**config.mk**
```make
export PLATFORM = sky130hd
export DESIGN_NAME = sec_encoder_awe_52bits_clk
export DESIGN_NICKNAME = d
export VERILOG_FILES = /design/src/rtl/sec_awe_pkg.sv /design/src/rtl/sec_awe_chk_acc.sv /design/src/rtl/sec_encoder_awe_52bits_clk.sv
export SDC_FILE = /design/constraint.sdc
export NUM_CORES = 1
export LEC_CHECK = 0
export CAP_MARGIN = 40
export CORE_AREA = 2 2 98 195
export CTS_CLUSTER_DIAMETER = 100
export DETAILED_ROUTE_END_ITERATION = 8
export DIE_AREA = 0 0 100 197
export HOLD_SLACK_MARGIN = 0.15
export MAX_ROUTING_LAYER = met4
export REMOVE_ABC_BUFFERS = 1
export SLEW_MARGIN = 20
export SYNTH_ARGS = -nofsm -noshare
export SYNTH_HDL_FRONTEND = slang
export SYNTH_SLANG_ARGS = --single-unit
```
**constraint.sdc**
```tcl
create_clock -name clk -period 2.8 [get_ports clk]
set_input_delay 0.56 -clock clk [delete_from_list [all_inputs] [get_ports clk]]
set_output_delay 0.56 -clock clk [all_outputs]
set_load 0.01 [all_outputs]
```
**src/rtl/sec_awe_pkg.sv**
```systemverilog
// Shared definitions for the SEC (61,52) encoder/decoder pair.
//   DATA_W / CHK_W / CODE_W : code geometry
//   sec_state_e             : iterative engine state (idle, run, done)
//   h_col(i)                : 7-bit parity-check column for data bit i, H_i = 2*i + 3
// The decoder imports the same package so both sides agree on the columns.
package sec_awe_pkg;

  localparam int unsigned DATA_W = 52;
  localparam int unsigned CHK_W  = 9;
  localparam int unsigned CODE_W = DATA_W + CHK_W;

  typedef enum logic [1:0] {
    StIdle,
    StRun,
    StDone
  } sec_state_e;

  // Odd, weight >= 2 and unique for i = 0..51 (values 3..105).
  function automatic logic [6:0] h_col(input logic [5:0] i);
    return {i, 1'b0} + 7'd3;
  endfunction

endpackage

```
**src/rtl/sec_awe_chk_acc.sv**
```systemverilog
// Combinational fold of a LANES-wide data slice into an 8-bit partial check.
//   data_i [LANES-1:0] : data bits base_i .. base_i+LANES-1
//   base_i [5:0]       : index of data_i[0] within the 52-bit word
//   part_o [7:0]       : {parity of slice, XOR of H columns of set bits}
module sec_awe_chk_acc
  import sec_awe_pkg::*;
#(
  parameter int unsigned LANES = 1
) (
  input  logic [LANES-1:0] data_i,
  input  logic [5:0]       base_i,
  output logic [7:0]       part_o
);

  always_comb begin
    part_o = '0;
    for (int unsigned j = 0; j < LANES; j++) begin
      if (data_i[j]) begin
        // Each set bit toggles the parity bit and adds its column to the syndrome.
        part_o = part_o ^ {1'b1, h_col(base_i + 6'(j))};
      end
    end
  end

endmodule

```
**src/rtl/sec_encoder_awe_52bits_clk.sv**
```systemverilog
// Clocked, iterative SEC encoder: 52-bit data N -> 61-bit codeword W = {chk[8:0], N}.
// Check bits accumulate LANES data bits per cycle (LANES must divide 52:
// 1, 2, 4, 13, 26 or 52), so a word takes 52/LANES cycles after start.
//   clk, rst_n : clock (rising edge), asynchronous active-low reset
//   start      : request, honoured only when idle or done
//   N          : data word, captured on the accepted start
//   busy       : high while folding
//   done       : high while W holds a finished codeword
//   W          : {chk[8:0], data[51:0]}
// Optional build macro SEC_ENC_ERR_INJECT_EN adds inj_en / inj_pos (sampled with
// start) that invert one codeword bit (positions >= 61 ignored) for decoder tests.
module sec_encoder_awe_52bits_clk
  import sec_awe_pkg::*;
#(
  parameter int unsigned LANES = 1
) (
  input  logic              clk,
  input  logic              rst_n,
  input  logic              start,
  input  logic [DATA_W-1:0] N,
`ifdef SEC_ENC_ERR_INJECT_EN
  input  logic              inj_en,
  input  logic [5:0]        inj_pos,
`endif
  output logic              busy,
  output logic              done,
  output logic [CODE_W-1:0] W
);

  sec_state_e        state_q, state_d;
  logic [5:0]        cnt_q, cnt_d;
  logic [7:0]        acc_q, acc_d;
  logic [DATA_W-1:0] data_q, data_d;
  logic [CODE_W-1:0] w_q, w_d;
  logic              busy_q, busy_d;
  logic              done_q, done_d;

  logic [LANES-1:0]  slice;
  logic [7:0]        part;
  logic [7:0]        acc_new;
  logic [6:0]        cnt_sum;
  logic              last_fold;
  logic [CHK_W-1:0]  chk_full;
  logic [CODE_W-1:0] flip_mask;

`ifdef SEC_ENC_ERR_INJECT_EN
  logic       inj_en_q, inj_en_d;
  logic [5:0] inj_pos_q, inj_pos_d;

  assign flip_mask = (inj_en_q && (inj_pos_q < 6'd61)) ? (CODE_W'(1) << inj_pos_q) : '0;
`else
  assign flip_mask = '0;
`endif

  assign slice     = LANES'(data_q >> cnt_q);
  assign acc_new   = acc_q ^ part;
  assign cnt_sum   = {1'b0, cnt_q} + 7'(LANES);
  assign last_fold = (cnt_sum == 7'(DATA_W));
  // Top bit makes the whole codeword even weight.
  assign chk_full  = {^acc_new, acc_new};

  sec_awe_chk_acc #(
    .LANES (LANES)
  ) u_chk_acc (
    .data_i (slice),
    .base_i (cnt_q),
    .part_o (part)
  );

  always_comb begin
    state_d = state_q;
    cnt_d   = cnt_q;
    acc_d   = acc_q;
    data_d  = data_q;
    w_d     = w_q;
    busy_d  = busy_q;
    done_d  = done_q;
`ifdef SEC_ENC_ERR_INJECT_EN
    inj_en_d  = inj_en_q;
    inj_pos_d = inj_pos_q;
`endif

    unique case (state_q)
      StIdle, StDone: begin
        if (start) begin
          state_d = StRun;
          data_d  = N;
          acc_d   = '0;
          cnt_d   = '0;
          busy_d  = 1'b1;
          done_d  = 1'b0;
`ifdef SEC_ENC_ERR_INJECT_EN
          inj_en_d  = inj_en;
          inj_pos_d = inj_pos;
`endif
        end
      end
      StRun: begin
        acc_d = acc_new;
        if (last_fold) begin
          // Counter parks at 0 so it never holds a value >= 52.
          state_d = StDone;
          cnt_d   = '0;
          busy_d  = 1'b0;
          done_d  = 1'b1;
          w_d     = {chk_full, data_q} ^ flip_mask;
        end else begin
          cnt_d = cnt_sum[5:0];
        end
      end
      default: begin
        state_d = StIdle;
        busy_d  = 1'b0;
        done_d  = 1'b0;
      end
    endcase
  end

  always_ff @(posedge clk or negedge rst_n) begin
    if (!rst_n) begin
      state_q <= StIdle;
      cnt_q   <= '0;
      acc_q   <= '0;
      data_q  <= '0;
      w_q     <= '0;
      busy_q  <= 1'b0;
      done_q  <= 1'b0;
`ifdef SEC_ENC_ERR_INJECT_EN
      inj_en_q  <= 1'b0;
      inj_pos_q <= '0;
`endif
    end else begin
      state_q <= state_d;
      cnt_q   <= cnt_d;
      acc_q   <= acc_d;
      data_q  <= data_d;
      w_q     <= w_d;
      busy_q  <= busy_d;
      done_q  <= done_d;
`ifdef SEC_ENC_ERR_INJECT_EN
      inj_en_q  <= inj_en_d;
      inj_pos_q <= inj_pos_d;
`endif
    end
  end

  assign busy = busy_q;
  assign done = done_q;
  assign W    = w_q;

endmodule

```
==> flow_metrics.py, run 1 <==
metrics = {
    "synth": {
        "syn_area_sq_um": 5720,
        "synth.yosys.seq_area_share_pct": 56.9,
        "synth.distinct_cells": 40,
        "synthCells": 514,
        "ys_seq_elements": 130,
        "synth_top_flop_cell": "dfrtp_1",
        "syn_area_per_cell_sq_um": 11.1,
        "yosysWarnings": 0,
        "synthArstFlopShare_pct": 100,
        "synth_edf_count": 0,
    },
    "cts": {
        "cts_buffers": 17,
        "cts_root_buf": "clkbuf_16",
        "cts_resized": 0,
        "clk_latency_ns": 0.42,
        "cts_tree": "done",
        "cts_sinks": 130,
        "cts.path.max_buffers": 2,
        "htree_levels": 4,
        "cts_setup_buffers": 0,
        "ctsHoldBuffers": 1,
        "clkTransAtPathRegs_ns": 0.06,
    },
    "cells_and_area": {
        "layout_common_cells": "nand2_1 (180), dfrtp_1 (130), clkdlybuf4s50_1 (116)",
        "antennaDiodeCount": 0,
        "final_common_cell": "nand2_1",
        "post-route-util_pct": 42.6,
        "final_nets": 695,
        "area_delta_synth_final_pct": 35.7,
        "drive_gt1_share_pct": 11.0,
        "multi_input_area_sq_um": 2330,
        "fillers": 1730,
        "seqCellArea_sq_um": 3250,
    },
    "route": {
        "routed_wl_um": 15600,
        "drt-vias-per-instance": 4.92,
        "firstDrtPassIters": 4,
        "avgRoutedWirePerCell_um": 18.0,
        "first_iter_violations": 203,
        "ant_nets": 0,
        "vias": 4273,
        "remaining_drc_errors": 0,
    },
    "place": {
        "place_congestion": 0.806,
        "dp_slack_ns": 0.205,
        "place_hpwl_um": 11400,
        "io_buffers": 117,
    },
    "floorplan": {
        "initial_core_util_pct": 31.4,
        "core_region_area_sq_um": 18200,
        "die-height_um": 197,
        "ios": 118,
        "dieArea_sq_um": 19700,
        "row_count": 70,
        "dieWidth_um": 100,
    },
    "worst_setup_path": {
        "crit_chain": "buf_4, mux4_2, mux4_2, a22o_1, nor3_4, buf_4, nand2b_1, mux2i_1",
        "critPathMaxStageDelay_ns": 0.53,
        "crit_buf_inv": 2,
        "cp-start-kind": "flop",
        "worst-path-max-fanout": 16,
        "critPathKind": "flop to flop",
        "cp.required_ns": 3.09,
        "slowest_stage": "mux4_2",
        "critPathTopFamily": "multiplexers",
        "cp-end-kind": "flop",
        "arrival_ns": 2.89,
    },
    "pwr": {
        "p_int_mw": 5.29,
        "power_density_nw_per_um2": 1040,
        "comb_power_share_pct": 36.1,
        "switchingPower_mw": 2.79,
        "p_leak_nw": 3.46,
        "total_power_mw": 8.08,
        "p_clk_share_pct": 25.2,
        "ir_drop_mv": 0.592,
        "switching_share_pct": 34.5,
        "power_frac_seq_pct": 38.7,
    },
    "sta": {
        "period_minus_slack_ns": 2.60,
        "skew_ns": 0.00738,
        "hold_viol_final": 0,
        "timing.final.crit_share_pct": 92.8,
        "drv_slew": 0,
        "max_freq_mhz": 385,
        "slew_headroom_pct": 64.0,
        "setup_viol_count_final": 0,
        "fin_hold_ws_ns": 0.473,
        "rsz0062_at_grt": "no",
        "finalWorstSetupSlack_ns": 0.200,
        "tightest_slew_ns": 0.541,
        "tns_ns": 0,
    },
    "global_route": {
        "grt_pass1_wl_um": 24400,
        "grt_max_degree": 58,
        "track_usage_pct": 17.0,
        "overflow": 0,
        "antenna_found_initial": 0,
        "first_global_vias": 4580,
    },
    "hold_path": {
        "hp-class": "flop to flop",
    },
    "job": {
        "maxCapViolCount": 0,
    },
    "status": {
        "status": "finished clean",
    },
}
-- power groups by stage --
stage                     clock [mW]  combinational [mW]  sequential [mW]
after floorplan                    0                1.86             3.08
after global placement             0                2.86             3.14
after detailed placement           0                2.93             3.16
after CTS                       2.09                2.96             3.13
after global routing            2.17                3.21             3.20
final                           2.04                2.92             3.13
-- per-stage QoR --
stage	cells	area, sq um
3_5_place_dp	835	7210
3_3_place_gp	835	7210
5_1_grt	868	7760
6_report	868	7760
2_1_floorplan	483	5580
4_1_cts	868	7760
-- area by class of cell --
type                       instances  area share [%]
sequential                       130            41.9
multi-input combinational        350            30.0
timing repair buffer             137            17.4
clock buffer                      19            5.71
tap                              216            3.48
clock inverter                    13            1.31
inverter                           3           0.145
-- kinds of logic (layout without fill, tap and decap cells) --
| group | after synthesis | in the layout | synth area share (%) |
|---|---|---|---|
| AO/OA/AOI/OAI | 29 | 29 | 3.46 |
| XOR/XNOR | 19 | 19 | 2.91 |
| adder cells (fa/ha/maj) | 2 | 2 | 0.394 |
| buffers and inverters | 34 | 172 | 2.56 |
| flip-flops | 130 | 130 | 56.9 |
| multiplexers | 72 | 72 | 17.0 |
| AND/OR/NAND/NOR | 228 | 228 | 16.7 |
-- path summary, 6_finish.rpt --
path / from / end / slack, ns / cells after the start
hold reg to reg: W[58]$_DFFE_PN0P_ / W[58]$_DFFE_PN0P_ / 0.47 / 2
max in group asynchronous: rst_n / W[9]$_DFFE_PN0P_ / 1.37 / 3
setup reg to reg: cnt_q[0]$_DFFE_PN0P_ / acc_q[7]$_DFFE_PN0P_ / 0.20 / 8
setup / recovery: cnt_q[0]$_DFFE_PN0P_ / acc_q[7]$_DFFE_PN0P_ / 0.20 / 8
hold / removal: W[58]$_DFFE_PN0P_ / W[58]$_DFFE_PN0P_ / 0.47 / 2
min in group asynchronous: rst_n / data_q[12]$_DFFE_PN0P_ / 0.69 / 2
-- synthesized netlist by cell type (all sizes together) (2+ instances only) --
library cell	number	share of area (%)
a21oi	2	0.18
and2	2	0.22
buf	4	0.59
clkbuf	27	1.8
dfrtp	130	57
inv	3	0.20
mux2	52	10
mux2i	5	0.88
mux4	15	5.9
nand2	180	12
nand2b	4	0.44
nand3	17	1.5
nor2	7	0.46
nor2b	3	0.33
nor3	3	0.46
o211ai	5	0.66
o21ai	11	0.96
o31ai	4	0.70
or3	3	0.33
or4	6	0.79
xnor2	14	2.1
xor2	5	0.77
-- registers in the layout, summed over array words and instances, names as in the netlist --
signal	flops
state_q	1
cnt_q	6
data_q	52
W	61
acc_q	8
done	1
busy	1
-- worst reg2reg max path: cells and delay by family, from the launching register on --
family          cells  cell delay, ns
flops               1            0.34
buf+inv             2            0.44
mux                 3            1.10
simple gates        2            0.28
compound gates      1            0.30
-- layer usage --
metal | vias up | global-route usage, % | share of wire, %
met5 | - | - | 0
met2 | 95 | 31.5 | 59
met4 | 0 | 8.68 | 4.3
li1 | 1974 | - | -
met1 | 2174 | 16.1 | 34
met3 | 30 | 3.33 | 2.5
No activity file was read; power rests on OpenSTA's default activity.
==> inputs of run 2 (changes only) <==
- CORE_AREA: 2 2 98 195 -> 2 2 78 155
- DIE_AREA: 0 0 100 197 -> 0 0 80 157
- GPL_TIMING_DRIVEN: unset -> 1
- PLACE_DENSITY: unset -> 0.78
==> run 2 against run 1 <==
Against the previous run: die area fell by 36%; sequential power barely moved; worst hold slack got worse by 0.27 ns.
==> flow_metrics.py, run 2 (synthesis gave the netlist of run 1 again) <==
metrics = {
    "cts": {
        "cts_sinks": 130,
        "cts_root_buf": "clkbuf_16",
        "cts_resized": 0,
        "clk_latency_ns": 0.41,
        "htree_levels": 4,
        "clkTransAtPathRegs_ns": 0.06,
        "cts_buffers": 17,
        "cts.path.max_buffers": 2,
        "cts_tree": "done",
        "ctsHoldBuffers": 0,
        "cts_setup_buffers": 0,
    },
    "route": {
        "remaining_drc_errors": 0,
        "firstDrtPassIters": 5,
        "drt-vias-per-instance": 5.49,
        "ant_nets": 0,
        "vias": 4328,
        "first_iter_violations": 291,
        "routed_wl_um": 14600,
        "avgRoutedWirePerCell_um": 18.5,
    },
    "sta": {
        "tightest_slew_ns": 0.724,
        "skew_ns": 0.00661,
        "period_minus_slack_ns": 2.59,
        "finalWorstSetupSlack_ns": 0.210,
        "setup_viol_count_final": 0,
        "slew_headroom_pct": 51.7,
        "max_freq_mhz": 386,
        "timing.final.crit_share_pct": 92.5,
        "hold_viol_final": 0,
        "rsz0062_at_grt": "no",
        "drv_slew": 0,
    },
    "global_route": {
        "grtUsageMet2_pct": 45.8,
        "antenna_found_initial": 0,
        "track_usage_pct": 25.4,
        "grt_use_met1_pct": 26.3,
        "met3_usage_pct": 4.13,
        "first_global_vias": 4527,
        "overflow": 0,
        "grt_pass1_wl_um": 23100,
        "busiest_layer": "met2",
        "grt_max_degree": 56,
    },
    "worst_setup_path": {
        "crit_start": "cnt_q[0]$_DFFE_PN0P_",
        "crit_chain": "buf_4, mux4_2, mux4_2, a22o_1, o31ai_1, xor2_1, o21ai_1",
        "cp.required_ns": 3.08,
        "rr_startpoint": "cnt_q[0]$_DFFE_PN0P_",
        "arrival_ns": 2.87,
        "cpMostUsedCell": "mux4_2",
        "critPathMaxStageDelay_ns": 0.51,
        "critPathKind": "flop to flop",
        "cp-end-kind": "flop",
        "slowest_stage": "mux4_2",
        "worst-path-max-fanout": 5,
        "cp-start-kind": "flop",
    },
    "cells_and_area": {
        "antennaDiodeCount": 0,
        "area_delta_synth_final_pct": 34.6,
        "final_common_cell": "nand2_1",
        "largest_register_ffs": 61,
        "layout_common_cells": "nand2_1 (180), dfrtp_1 (130), clkdlybuf4s50_1 (116)",
        "final_cell_area_sq_um": 7700,
        "stdcell_count": 789,
        "final_nets": 692,
        "fillers": 831,
        "drive_gt1_share_pct": 10.5,
    },
    "floorplan": {
        "dieWidth_um": 80,
        "row_count": 55,
        "die-height_um": 157,
        "dieArea_sq_um": 12600,
        "initial_core_util_pct": 50.7,
        "core_region_area_sq_um": 11300,
        "ios": 118,
    },
    "place": {
        "dpl_cell_area_sq_um": 7120,
        "place_inst": 759,
        "io_buffers": 117,
        "place_hpwl_um": 10200,
        "place_congestion": 0.967,
        "dp_slack_ns": 0.240,
    },
    "hold_path": {
        "hp-class": "input port to asynchronous set/reset pin",
    },
    "pwr": {
        "p_leak_nw": 3.48,
        "power_density_nw_per_um2": 1070,
        "ir_drop_mv": 0.693,
        "total_power_mw": 8.26,
    },
    "job": {
        "maxCapViolCount": 0,
    },
    "status": {
        "status": "finished clean",
    },
}
==> run 2: per-stage QoR <==
| step | hold WS, ns | TNS [ns] | utilization, % |
|---|---|---|---|
| final | 0.205 | 0 | 68.2 |
| after global routing | 0.265 | 0 | 68.2 |
| after CTS | 0.227 | 0 | 68.2 |
| after detailed placement | 0.461 | 0 | 63.1 |
| after global placement | 0.456 | 0 | 63.1 |
| after floorplan | 0.264 | -78.53 | - |
==> run 2: area by class of cell <==
type | count | area, sq um | share of cell area (%)
clock buffers | 21 | 470 | 6.11
clock inverters | 9 | 108 | 1.40
inverters | 3 | 11.3 | 0.146
well taps | 142 | 178 | 2.31
repair buffers | 134 | 1350 | 17.5
multi-input cells | 350 | 2330 | 30.3
flip-flops and latches | 130 | 3250 | 42.3
==> run 2: final timing paths <==
check / to / slack, ns / cells after the start
worst max-delay path: W[53]$_DFFE_PN0P_ / 0.21 / 7
worst min-delay path: W[14]$_DFFE_PN0P_ / 0.21 / 1
worst max register to register: W[53]$_DFFE_PN0P_ / 0.21 / 7
worst min register to register: W[34]$_DFFE_PN0P_ / 0.47 / 2
max in group asynchronous: acc_q[0]$_DFFE_PN0P_ / 1.91 / 2
min in group clk: W[34]$_DFFE_PN0P_ / 0.47 / 2
==> run 2: metal layers <==
metal / wire length, um / up-vias
met5: 0 / -
met4: 583 / 0
met3: 414 / 35
met2: 8460 / 128
met1: 5120 / 2199
li1: - / 1966
==> run 2: report_power, final <==
part	internal [mW]	switching [mW]
Sequential	2.52	0.616
Clock	1.37	0.802
Combinational	1.61	1.34
Total	5.50	2.76
==> run 2: worst max-delay path, delay by kind of cell, from the launching register on <==
kind,cells,cell delay [ns]
AOI/OAI and AO/OA,3,0.71
xor gates and xnor gates,1,0.21
buffers and inverters,1,0.17
DFF,1,0.35
muxes,2,1.02
==> inputs of run 3 (changes only) <==
==> constraint.sdc (replaced) <==
create_clock -name clk -period 2.8 [get_ports clk]
set_input_delay 0.28 -clock clk [delete_from_list [all_inputs] [get_ports clk]]
set_output_delay 0.28 -clock clk [all_outputs]
set_load 0.01 [all_outputs]
==> run 3 against run 2 <==
Against the previous run: final cell count is 0.13% higher; clock power is 2% lower; critical path depth up 1; combinational power hardly changed; power down 0.70%; die area did not move; flip-flop and latch count stayed put; clock skew is essentially flat; utilization down 0.11 points; worst setup slack better by 0.045 ns; largest cell class unchanged.
==> flow_metrics.py, run 3 (synthesis gave the netlist of run 1 again) <==
metrics = {
    "cts": {
        "cts_tree": "done",
        "cts.path.max_buffers": 2,
        "clk_latency_ns": 0.41,
        "cts_resized": 0,
        "cts_sinks": 130,
        "cts_buffers": 17,
        "htree_levels": 4,
        "clkTransAtPathRegs_ns": 0.06,
        "cts_root_buf": "clkbuf_16",
    },
    "cells_and_area": {
        "antennaDiodeCount": 0,
        "area_delta_synth_final_pct": 34.4,
        "post-route-util_pct": 68.1,
        "layout_common_cells": "nand2_1 (180), dfrtp_1 (130), clkdlybuf4s50_1 (116)",
        "final_common_cell": "nand2_1",
        "final_nets": 693,
        "largest_register_ffs": 61,
        "drive_gt1_share_pct": 10.5,
    },
    "sta": {
        "slew_headroom_pct": 54.6,
        "tightest_slew_ns": 0.681,
        "timing.final.crit_share_pct": 90.9,
        "max_freq_mhz": 393,
        "hold_viol_final": 0,
        "skew_ns": 0.00647,
        "tns_ns": 0,
        "drv_slew": 0,
        "setup_viol_count_final": 0,
        "period_minus_slack_ns": 2.55,
        "rsz0062_at_grt": "no",
    },
    "worst_setup_path": {
        "cp-start-kind": "flop",
        "critPathMaxStageDelay_ns": 0.52,
        "cp-end-kind": "flop",
        "worstReg2RegEnd": "W[60]$_DFFE_PN0P_",
        "cp.required_ns": 3.12,
        "worst-path-max-fanout": 16,
        "crit_chain": "buf_4, mux4_2, mux4_2, a22o_1, nor3_4, buf_4, nor3_1, o31ai_2",
        "crit_buf_inv": 2,
        "regToRegSetupSlack_ns": 0.25,
        "rr_startpoint": "cnt_q[0]$_DFFE_PN0P_",
        "slowest_stage": "mux4_2",
        "arrival_ns": 2.86,
        "reg2reg_depth": 8,
        "critPathTopFamily": "multiplexers",
        "critPathKind": "flop to flop",
    },
    "floorplan": {
        "initial_core_util_pct": 50.7,
        "dieWidth_um": 80,
        "core_region_area_sq_um": 11300,
        "row_count": 55,
        "dieArea_sq_um": 12600,
        "ios": 118,
        "die-height_um": 157,
    },
    "global_route": {
        "overflow": 0,
        "grt_max_degree": 59,
        "track_usage_pct": 25.2,
        "grt_pass1_wl_um": 23100,
        "first_global_vias": 4556,
        "antenna_found_initial": 0,
    },
    "status": {
        "status": "finished clean",
    },
    "route": {
        "vias": 4282,
        "routed_wl_um": 14200,
        "remaining_drc_errors": 0,
        "firstDrtPassIters": 4,
        "drt-vias-per-instance": 5.42,
        "first_iter_violations": 262,
        "ant_nets": 0,
        "avgRoutedWirePerCell_um": 18.0,
    },
    "place": {
        "place_congestion": 0.973,
        "place_hpwl_um": 10300,
        "io_buffers": 117,
    },
    "hold_path": {
        "hp-class": "input port to asynchronous set/reset pin",
    },
    "pwr": {
        "power_density_nw_per_um2": 1070,
        "p_leak_nw": 3.48,
        "ir_drop_mv": 0.636,
    },
    "job": {
        "maxCapViolCount": 0,
    },
}
==> run 3: cell types whose count changed in the layout (fill, tap and decap cells not counted) <==
cell / previous run / this run
buf_4: 14 / 15
clkinv_2: 2 / 4
clkinvlp_4: 5 / 3
clkinv_4: 0 / 1
clkbuf_8: 3 / 2
dlygate4sd3_1: 0 / 1
buf_12: 4 / 3
==> run 3: metal layers <==
layer | global-route usage, % | part of all wire [%] | up-vias | wire length, um
met4 | 14.2 | 4.4 | 0 | 629
li1 | - | - | 1976 | -
met1 | 27.0 | 35 | 2131 | 5040
met2 | 43.0 | 57 | 136 | 8130
met3 | 4.53 | 3.2 | 39 | 451
met5 | - | 0 | - | 0
==> run 3: final cells by class <==
type | instances | area, sq um
Fill cell | 860 | 3600
Multi-Input combinational cell | 350 | 2330
Inverter | 3 | 11.3
Sequential cell | 130 | 3250
Timing Repair Buffer | 135 | 1340
Tap cell | 142 | 178
Clock buffer | 20 | 457
Clock inverter | 10 | 111
==> run 3: stage by stage <==
stage / instances / instance area [sq um] / setup slack (ns) / hold slack (ns) / total power, mW
after CTS: 790 / 7680 / 0.239 / 0.459 / 8.24
after global routing: 790 / 7680 / 0.144 / 0.468 / 8.65
after floorplan: 483 / 5580 / -1.37 / -0.0156 / 4.94
after global placement: 759 / 7110 / 0.339 / 0.355 / 5.92
final: 790 / 7680 / 0.255 / 0.456 / 8.21
after detailed placement: 759 / 7110 / 0.250 / 0.366 / 6.11
==> run 3: worst max path at each step <==
stage / start / to / cells after the start
after floorplan: state_q[0]$_DFFE_PN0P_ / acc_q[0]$_DFFE_PN0P_ / 4
after global placement: cnt_q[0]$_DFFE_PN0P_ / W[59]$_DFFE_PN0P_ / 8
after detailed placement: cnt_q[0]$_DFFE_PN0P_ / W[59]$_DFFE_PN0P_ / 8
final: cnt_q[0]$_DFFE_PN0P_ / W[60]$_DFFE_PN0P_ / 8
after CTS: cnt_q[0]$_DFFE_PN0P_ / W[60]$_DFFE_PN0P_ / 8
after global routing: cnt_q[0]$_DFFE_PN0P_ / W[60]$_DFFE_PN0P_ / 8
==> run 3: timing repair <==
action,CTS,global route
buffers inserted,0,0
endpoints found under the hold margin,49,0
hold buffers,1,0
==> run 3: power breakdown <==
group / total, mW / leakage, nW / internal [mW] / switching (mW)
clock: 2.12 / 0.274 / 1.34 / 0.777
sequential: 3.12 / 1.66 / 2.52 / 0.597
combinational: 2.97 / 1.55 / 1.61 / 1.35
total: 8.21 / 3.48 / 5.48 / 2.73
